## src/rtl/pairing_result_uart_tx.sv

```systemverilog
// Captures a DATA_W-bit word and transmits it as back-to-back 8N1 UART frames,
// one byte per frame, LSB of each byte first. Byte order is selected by MSB_FIRST.
module pairing_result_uart_tx #(
    parameter int unsigned DATA_W    = 304,
    parameter int unsigned CLK_DIV   = 868,
    parameter bit          MSB_FIRST = 1'b0
) (
    input  logic              clk,
    input  logic              rstn,
    input  logic              load,
    input  logic [DATA_W-1:0] din,
    output logic              busy,
    output logic              done,
    output logic              uart_txd
);

    localparam int unsigned NBYTES = (DATA_W + 7) / 8;
    localparam int unsigned SR_W   = NBYTES * 8;
    localparam int unsigned CNT_W  = (CLK_DIV > 1) ? $clog2(CLK_DIV) : 1;
    localparam int unsigned BC_W   = $clog2(NBYTES + 1);

    localparam logic [CNT_W-1:0] CntLast  = CNT_W'(CLK_DIV - 1);
    localparam logic [BC_W-1:0]  ByteLast = BC_W'(NBYTES - 1);

    typedef enum logic [2:0] {
        StIdle,
        StStart,
        StData,
        StStop,
        StDone
    } state_e;

    state_e           state_q, state_d;
    logic [SR_W-1:0]  sr_q, sr_d;
    logic [CNT_W-1:0] cnt_q, cnt_d;
    logic [2:0]       bit_cnt_q, bit_cnt_d;
    logic [BC_W-1:0]  byte_cnt_q, byte_cnt_d;
    logic             txd_q, txd_d;
    logic             busy_q, busy_d;
    logic             done_q, done_d;

    logic [7:0] cur_byte;
    logic [2:0] nxt_bit;

    // The byte in flight always sits at the end of the shift register that leaves first.
    assign cur_byte = MSB_FIRST ? sr_q[SR_W-1 -: 8] : sr_q[7:0];
    assign nxt_bit  = bit_cnt_q + 3'd1;

    always_comb begin
        state_d    = state_q;
        sr_d       = sr_q;
        cnt_d      = cnt_q;
        bit_cnt_d  = bit_cnt_q;
        byte_cnt_d = byte_cnt_q;
        txd_d      = txd_q;
        busy_d     = busy_q;
        done_d     = 1'b0;
        unique case (state_q)
            StIdle: begin
                txd_d  = 1'b1;
                busy_d = 1'b0;
                if (load) begin
                    sr_d       = SR_W'(din);
                    state_d    = StStart;
                    cnt_d      = '0;
                    bit_cnt_d  = '0;
                    byte_cnt_d = '0;
                    txd_d      = 1'b0;
                    busy_d     = 1'b1;
                end
            end
            StStart: begin
                if (cnt_q == CntLast) begin
                    cnt_d     = '0;
                    bit_cnt_d = '0;
                    state_d   = StData;
                    txd_d     = cur_byte[0];
                end else begin
                    cnt_d = cnt_q + 1'b1;
                end
            end
            StData: begin
                if (cnt_q == CntLast) begin
                    cnt_d = '0;
                    if (bit_cnt_q == 3'd7) begin
                        state_d = StStop;
                        txd_d   = 1'b1;
                    end else begin
                        bit_cnt_d = nxt_bit;
                        txd_d     = cur_byte[nxt_bit];
                    end
                end else begin
                    cnt_d = cnt_q + 1'b1;
                end
            end
            StStop: begin
                if (cnt_q == CntLast) begin
                    cnt_d      = '0;
                    byte_cnt_d = byte_cnt_q + 1'b1;
                    sr_d       = MSB_FIRST ? (sr_q << 8) : (sr_q >> 8);
                    if (byte_cnt_q == ByteLast) begin
                        state_d = StDone;
                        busy_d  = 1'b0;
                        done_d  = 1'b1;
                        txd_d   = 1'b1;
                    end else begin
                        state_d = StStart;
                        txd_d   = 1'b0;
                    end
                end else begin
                    cnt_d = cnt_q + 1'b1;
                end
            end
            StDone: begin
                state_d = StIdle;
                txd_d   = 1'b1;
            end
            default: begin
                state_d = StIdle;
                txd_d   = 1'b1;
                busy_d  = 1'b0;
            end
        endcase
    end

    always_ff @(posedge clk) begin
        if (!rstn) begin
            state_q    <= StIdle;
            sr_q       <= '0;
            cnt_q      <= '0;
            bit_cnt_q  <= '0;
            byte_cnt_q <= '0;
            txd_q      <= 1'b1;
            busy_q     <= 1'b0;
            done_q     <= 1'b0;
        end else begin
            state_q    <= state_d;
            sr_q       <= sr_d;
            cnt_q      <= cnt_d;
            bit_cnt_q  <= bit_cnt_d;
            byte_cnt_q <= byte_cnt_d;
            txd_q      <= txd_d;
            busy_q     <= busy_d;
            done_q     <= done_d;
        end
    end

    assign busy     = busy_q;
    assign done     = done_q;
    assign uart_txd = txd_q;

endmodule

```

## config.mk

```make
export PLATFORM = sky130hd
export DESIGN_NAME = pairing_result_uart_tx
export DESIGN_NICKNAME = d
export VERILOG_FILES = /design/src/rtl/pairing_result_uart_tx.sv
export SDC_FILE = /design/constraint.sdc
export NUM_CORES = 1
export LEC_CHECK = 0
export ABC_AREA = 1
export BUFFER_PORTS_ARGS = -buffer_cell sky130_fd_sc_hd__clkbuf_2
export CORE_UTILIZATION = 30
export CTS_CLUSTER_DIAMETER = 40
export DETAILED_ROUTE_END_ITERATION = 8
export GPL_TIMING_DRIVEN = 0
export PLACE_DENSITY = 0.55
export SLEW_MARGIN = 15
export SYNTH_ARGS = -nofsm -noshare
export SYNTH_HDL_FRONTEND = slang
export SYNTH_SLANG_ARGS = --single-unit
```

## constraint.sdc

```tcl
create_clock -name clk -period 4.55 [get_ports clk]
set_clock_uncertainty 0.15 [all_clocks]
set_input_delay 0.2275 -clock clk [delete_from_list [all_inputs] [get_ports clk]]
set_output_delay 0.2275 -clock clk [all_outputs]
set_load 0.01 [all_outputs]
```

* Word-level counts from Yosys, hierarchy flattened
Index checks and enable logic that the tools add are counted.
** Word-level totals
- Output and inout port bits :: 3
- Register bits :: 329
- Input port bits :: 307
** Operators by class
- Add/subtract/negate cells :: 3
- Eq/ne operators :: 14
- Bitwise gates (word level) :: 1
- Order comparisons :: 1
- Muxes and demuxes :: 34
- Reduce and logical (&&, ||, !) cells :: 13
** Operators with widths (count)
- 2-to-1 mux 304 bit :: 2
- one-hot mux 304 bit (2 select lines) :: 1
- 2-to-1 mux 3 bit :: 10
- 2-to-1 mux 10 bit :: 2
- one-hot mux 10 bit (2 select lines) :: 1
- inequality test 2 bit (second input constant) :: 7
- 2-to-1 mux 6 bit :: 2
- one-hot mux 3 bit (4 select lines) :: 1
- one-hot mux 6 bit (2 select lines) :: 1
- AND reduction 3 bit :: 4
- adder 10 x 1 -> 10 bit (second input constant) :: 1
- == test 10 bit (second input constant) :: 1
- 2-to-1 mux 1 bit :: 10
- AND reduction 5 bit :: 2
- one-hot mux 3 bit (3 select lines) :: 1
- adder 6 x 1 -> 6 bit (second input constant) :: 1
- == test 3 x 2 -> 1 bit (second input constant) :: 2
- == test 3 bit (second input constant) :: 2
- == test 6 bit (second input constant) :: 1
- OR reduction 3 bit :: 2
- less-than comparator 3 x 4 -> 1 bit (second input constant) :: 1
- one-hot mux 1 bit (4 select lines) :: 1
- nonzero test 2 bit :: 2
- adder 3 x 1 -> 3 bit (second input constant) :: 1
- 7 further kinds :: 7

* Logic depth before layout (Yosys ltp)
Gate-level depths: netlist (run 1).
- Depth after elaboration :: 6
- Depth in mapped cells :: 11

* Least setup slack after synthesis (run 1)
Ideal clock, no wire load.
- Kind :: register to register
- From :: register cnt_q[0]
- To :: register sr_q[164]
- Data arrival time :: 1519 ps
- Slack :: 2765 ps
- Required time :: 4284 ps
- Setup time :: 116 ps
- Period minus slack after synthesis :: 1785 ps
- Stages on the path, launching flop included :: 11
- Path through :: dfxtp_1 ha_1 nand2_1 nor2_1 nand4_4 nand2_4 inv_4 buf_6 buf_2 nor2_1 nor2_1
** Between the ends
- Longest elaborated chain between the ends :: 3
** Ends and longest elaborated chain
- start: declaration :: line 35 : logic [CNT_W-1:0] cnt_q, cnt_d;
- start signal: assignment :: line 139 : cnt_q <= cnt_d;
- == test 10 bit :: line 97 : if (cnt_q == CntLast) begin
- inequality test 2 bit (no line)
- AND reduction 3 bit (no line)
- end signal: assignment :: line 138 : sr_q <= sr_d;
- end: declaration :: line 34 : logic [SR_W-1:0] sr_q, sr_d;
No other way between the ends.
A chain may end at the register's enable or synchronous reset.

* Final worst setup path (run 1)
- From :: register cnt_q[0]
- To :: register sr_q[295]
Same word-level chain as after synthesis.

==> impl_metrics.tcl, run 1 <==
set metrics [dict create \
    drt_iter0_markers 1006 \
    die_h_um 230 \
    path_max_fanout 10 \
    fin_crit_sh 0.501 \
    synth_seq_cells 329 \
    core_area_um2 51300 \
    vdd_drop_max_v 0.000323 \
    gp_congestion 0.848 \
    relSlewSlack 0.501 \
    num_vias 17700 \
    cts_tree "yes" \
    synth.avg_cell_area_um2 6.22 \
    drt_pass1_iterations 5 \
    path_cells "ha_1 -> nand2_1 -> nor2_1 -> nand4_4 -> nand2_4 -> inv_4 -> buf_6 -> buf_2 -> nor2_1 -> nor2_1" \
    std_cell_rows 83 \
    grt_pass1_wl_um 85400 \
    synth_ff_type "dfxtp_1" \
    arrival_ns 2.62 \
    worstPathRequired_ns 4.89 \
    overflow 0 \
    fin_crit_ns 2.28 \
    grt_max_degree 17 \
    drc 0 \
    dpl_worst_slack_ns 2.27 \
    syn_area_um2 15600 \
    place_area_um2 18000 \
    htree_levels 2 \
    maxCapViolations 0 \
    clk_pin_slew_ns 0.06 \
    ys_seq_area_frac 0.422 \
    die-area_um2 52900 \
    criticalPathCategory "reg2reg" \
    setup_ws_ns 2.27 \
    insertion_delay_ns 0.61 \
    tightest_slew_ns 0.749 \
    finalWirelength_um 53500 \
    hold_class "in2reg" \
    drt-met1-wl_um 24600 \
    slowest_delay_ns 0.38 \
    yosys_warnings 0 \
    synthTopCellsByArea "dfxtp_1 42%, nand2_1 23%, nor2_1 15%" \
    ant_nets 0 \
    power_w 0.0125 \
    status "finished clean" \
    worstSetupStartpoint "cnt_q[0]$_SDFFE_PN0P_" \
    p_per_area_nw_per_um2 539 \
    grt_setup_unrepaired "false" \
    critPathLaunchType "flip-flop" \
    met2_length_um 24600 \
    wl_met3_um 2640 \
    nFillCells 5236 \
    via_per_inst 4.53 \
    fin_nets 3493 \
    setup_total_negative_slack_ns 0 \
    syn_inst 2509 \
    leakage_nw 11.6 \
    critPathMostFrequentCell "nor2_1" \
    antenna_found_initial 1 \
    synth_fp_nets 2821 \
    port_buffers 308 \
    highest_layer "met4" \
    regArea_um2 6590 \
    syn2layout_area_growth_pct 48.5 \
    yosysTopAreaCellShare 0.422 \
    clock_path_buffers 3 \
    io_pins 310 \
    initial_core_util 0.304 \
    synth_common_cells "969 x nand2_1, 628 x nor2_1, 329 x dfxtp_1" \
    fin_area_um2 23200 \
    chipWidth_um 230 \
    synth.distinct_cells 31 \
    setup_viol 0 \
    final_layout_size_suffix_gt1_frac 0.169 \
    crit_slowest_cell "dfxtp_1" \
    root_buffer "clkbuf_16" \
    async_reset_ff_frac 0 \
    hold_start "rstn" \
    grt_pass1_vias 17300 \
    holdWs_ns 0.146 \
    detail_route.wl_per_cell_um 13.7 \
    synth_edf_count 0 \
    worst_setup_path_end_kind "flip-flop" \
    yosysMostFrequentCell "nand2_1" \
    crit_buf_inv 3 \
    cts_setup_buffers 0 \
    final_max_slew_viol_count 0 \
    fmax_mhz 439 \
    cp_top_family "simple AND/OR/NAND/NOR gates" \
    numCtsBuffers 57 \
    rr_startpoint "cnt_q[0]$_SDFFE_PN0P_" \
    cts.sinks 329 \
    track_usage 0.198 \
    place_hpwl_um 35800 \
    finalHoldViolCount 0 \
    synth_largest_area_cell "dfxtp_1" \
    multi_input_area_um2 8010 \
]
-- what timing repair did --
| action | CTS | global route |
|---|---|---|
| endpoints found under the setup margin | 0 | 0 |
| hold endpoints to repair | 311 | 0 |
| hold buffers | 305 | 0 |
| gates resized for setup | 0 | 0 |
-- layout by cell type (no fill, tap or decap), types with 2 or more instances in the layout --
master / synthesis / final
nand2_1: 969 / 969
nor2_1: 628 / 628
dfxtp_1: 329 / 329
clkbuf_2: 0 / 308
dlygate4sd3_1: 0 / 305
o21ai_0: 240 / 240
buf_2: 95 / 95
o21ai_1: 65 / 65
clkbuf_16: 0 / 57
clkbuf_1: 40 / 45
buf_4: 28 / 28
inv_1: 28 / 28
a21oi_1: 25 / 25
nand3_1: 23 / 23
bufinv_16: 0 / 11
clkinv_2: 0 / 8
inv_6: 0 / 7
clkbuf_8: 0 / 7
nor3_1: 6 / 6
ha_1: 5 / 5
clkinvlp_4: 0 / 5
clkinv_4: 0 / 5
buf_6: 3 / 3
nand4_1: 3 / 3
inv_2: 3 / 3
nand2_2: 3 / 3
xnor2_1: 2 / 2
buf_1: 2 / 2
clkinv_16: 0 / 2
-- per-layer routing --
metal / global-route usage / vias to the layer above
met4: 0.0791 / 0
met5: 0 / -
li1: - / 9151
met3: 0.0315 / 115
met1: 0.256 / 7970
met2: 0.326 / 457
-- layout make-up --
cell class,instances,share of cell area
multi-input cells,1979,0.346
repair buffers,613,0.198
clock inverters,38,0.0247
flip-flops and latches,329,0.284
plain buffers,168,0.0379
inverters,33,0.00546
well taps,680,0.0367
clock buffers,69,0.0666
diodes,1,0.000108
-- sequential cells by signal, indices dropped and copies added, names as in the netlist --
signal / count
done: 1
sr_q: 304
byte_cnt_q: 6
cnt_q: 10
bit_cnt_q: 3
state_q: 3
busy: 1
uart_txd: 1
-- through the flow --
stage,utilization,cells
final,0.451,3910
after global routing,0.451,3910
after CTS,0.451,3909
after detailed placement,0.351,3497
after global placement,0.351,3497
after floorplan,-,2509
-- report_power, final --
group	internal [W]	leakage [nW]	switching, W
Combinational	0.00135	7.85	0.00239
Clock	0.00306	1.02	0.00159
Sequential	0.00368	2.72	0.000402
Total	0.00809	11.6	0.00439
-- path summary, 6_finish.rpt --
kind | endpoint | slack (ns) | cells after the start
setup / recovery | sr_q[295]$_SDFFE_PN0P_ | 2.27 | 10
hold / removal | byte_cnt_q[2]$_SDFFE_PN0P_ | 0.15 | 3
setup reg to reg | sr_q[295]$_SDFFE_PN0P_ | 2.27 | 10
hold reg to reg | sr_q[301]$_SDFFE_PN0P_ | 0.32 | 2
-- worst register-to-register path: stages, from the launching register on --
cell,delay [ns]
dfxtp_1,0.38
ha_1,0.24
nand2_1,0.07
nor2_1,0.20
nand4_4,0.19
nand2_4,0.18
inv_4,0.10
buf_6,0.17
buf_2,0.22
nor2_1,0.20
nor2_1,0.07
-- kinds of logic (layout without fill, tap and decap cells) --
logic type | count (synthesis) | in the layout | synth area share
xor gates and xnor gates | 3 | 3 | 0.00169
DFF | 329 | 329 | 0.422
adders and majority gates | 5 | 5 | 0.00401
buffers and inverters | 201 | 921 | 0.0643
AOI/OAI and AO/OA | 333 | 333 | 0.107
other | 0 | 1 | 0
and+or+nand+nor | 1638 | 1638 | 0.400
Power figures use the tool's default switching activity.
==> inputs of run 2 (changes only) <==
Clock period 4.55 ns to 2.3 ns, I/O delays scaled along.
==> run 2 against run 1 <==
Compared with the run above:
- final cell count is the same
- design area is essentially flat
- sequential power grew 98%
- via count grew 0.19%
- critical path depth is the same
==> impl_metrics.tcl, run 2 (synthesized netlist as in run 1, its figures left out) <==
set metrics [dict create \
    largest_reg_flops 304 \
    clock_path_buffers 3 \
    core_area_um2 51300 \
    highest_layer "met4" \
    vdd_drop_max_v 0.000639 \
    die_h_um 230 \
    arrival_ns 2.47 \
    top_regs "sr_q: 304 flops, cnt_q: 10 flops, byte_cnt_q: 6 flops" \
    tightest_slew_ns 0.734 \
    grt_pass1_wl_um 85400 \
    detail_route.wl_per_cell_um 13.7 \
    hold_start "rstn" \
    numCtsBuffers 57 \
    top_register "sr_q" \
    holdPathEnd "byte_cnt_q[2]$_SDFFE_PN0P_" \
    drt_pass1_iterations 5 \
    setup_total_negative_slack_ns 0 \
    grt_max_degree 17 \
    ant_nets 0 \
    r2r_cells 10 \
    fin_nets 3493 \
    setup_viol 0 \
    num_vias 17700 \
    antenna_found_initial 1 \
    std_cell_rows 83 \
    r2r_slack_ns 0.17 \
    most-common-layout-cells "969 x nand2_1, 626 x nor2_1, 329 x dfxtp_1, 308 x clkbuf_2, 305 x dlygate4sd3_1" \
    status "finished clean" \
    insertion_delay_ns 0.61 \
    regArea_um2 6590 \
    drt_iter0_markers 1051 \
    final_layout_size_suffix_gt1_frac 0.170 \
    maxCapViolations 0 \
    worstPathRequired_ns 2.65 \
    syn2layout_area_growth_pct 48.6 \
    holdWs_ns 0.0233 \
    fin_crit_ns 2.13 \
    finalHoldViolCount 0 \
    drt-met1-wl_um 24600 \
    rr_endpoint "sr_q[295]$_SDFFE_PN0P_" \
    cts_tree "yes" \
    leakage_nw 11.6 \
    path_max_fanout 10 \
    io_pins 310 \
    nFillCells 5235 \
    final_max_slew_viol_count 0 \
    criticalPathCategory "reg2reg" \
    htree_levels 2 \
    initial_core_util 0.304 \
    grt_setup_unrepaired "false" \
    rr_startpoint "cnt_q[0]$_SDFFE_PN0P_" \
    place_hpwl_um 35800 \
    via_per_inst 4.53 \
    drc 0 \
    wl_met3_um 2670 \
    root_buffer "clkbuf_16" \
    met2_length_um 24800 \
    cts.sinks 329 \
    die-area_um2 52900 \
    fin_crit_sh 0.925 \
    p_per_area_nw_per_um2 1070 \
    clk_pin_slew_ns 0.06 \
    relSlewSlack 0.511 \
    layout_commonest_cell "nand2_1" \
    hold_path_depth 3 \
    overflow 0 \
    worst_setup_path_end_kind "flip-flop" \
    gp_congestion 0.848 \
    fmax_mhz 470 \
    grt_pass1_vias 17300 \
    chipWidth_um 230 \
    port_buffers 308 \
    critPathLaunchType "flip-flop" \
    hold_class "in2reg" \
    track_usage 0.198 \
    multi_input_area_um2 8020 \
    finalWirelength_um 53600 \
]
run 2: worst max-delay path, cell delays in order, from the launching register on:
cell and delay, ns:
dfxtp_1 0.38, ha_2 0.23, nand2_1 0.07, nor2_2 0.15, nand4_4 0.20, nand2_8 0.15, inv_4 0.09, buf_6 0.16
buf_2 0.22, nor2_2 0.14, nor2_1 0.06
run 2: worst max-delay path by stage:
stage	start	endpoint	slack [ns]	cells past startpoint
floorplan	cnt_q[0]$_SDFFE_PN0P_	sr_q[164]$_SDFFE_PN0P_	0.52	10
global placement	cnt_q[0]$_SDFFE_PN0P_	sr_q[295]$_SDFFE_PN0P_	0.06	10
detailed placement	cnt_q[0]$_SDFFE_PN0P_	sr_q[295]$_SDFFE_PN0P_	0.02	10
CTS	cnt_q[0]$_SDFFE_PN0P_	sr_q[295]$_SDFFE_PN0P_	0.02	10
global route	cnt_q[0]$_SDFFE_PN0P_	sr_q[6]$_SDFFE_PN0P_	0.001	10
finish	cnt_q[0]$_SDFFE_PN0P_	sr_q[295]$_SDFFE_PN0P_	0.17	10
run 2: what timing repair did:
item / CTS / global route
setup endpoints to repair: 0 / 203
buffers inserted: 0 / 0
endpoints found under the hold margin: 317 / 0
hold buffers: 305 / 0
gates resized for setup: 0 / 6
run 2: metrics by stage:
| stage | cell area, µm² | utilization | power [W] | setup WS (ns) | std cells |
|---|---|---|---|---|---|
| floorplan | 15600 | - | 0.0130 | 0.515 | 2509 |
| global placement | 18000 | 0.351 | 0.0150 | 0.0637 | 3497 |
| detailed placement | 18000 | 0.351 | 0.0151 | 0.0213 | 3497 |
| CTS | 23200 | 0.451 | 0.0249 | 0.0201 | 3909 |
| global route | 23200 | 0.452 | 0.0264 | 0.00117 | 3910 |
| finish | 23200 | 0.452 | 0.0247 | 0.171 | 3910 |
run 2: final cells by class:
type,instances,share of cell area
Sequential cell,329,0.284
Tap cell,680,0.0367
Timing Repair Buffer,613,0.198
Clock inverter,38,0.0247
Clock buffer,69,0.0665
Inverter,33,0.00545
Buffer,168,0.0381
Multi-Input combinational cell,1979,0.346
Antenna cell,1,0.000108
run 2: power breakdown:
group          leakage, nW  switching, W  internal, W  total [W]
clock network         1.02       0.00314      0.00606    0.00920
registers             2.72      0.000794      0.00729    0.00808
logic                 7.84       0.00474      0.00268    0.00742
total                 11.6       0.00868       0.0160     0.0247
run 2: layer usage:
metal,track usage,up-vias
met5,0,-
met4,0.0791,0
met2,0.326,483
li1,-,9147
met1,0.256,7986
met3,0.0315,110
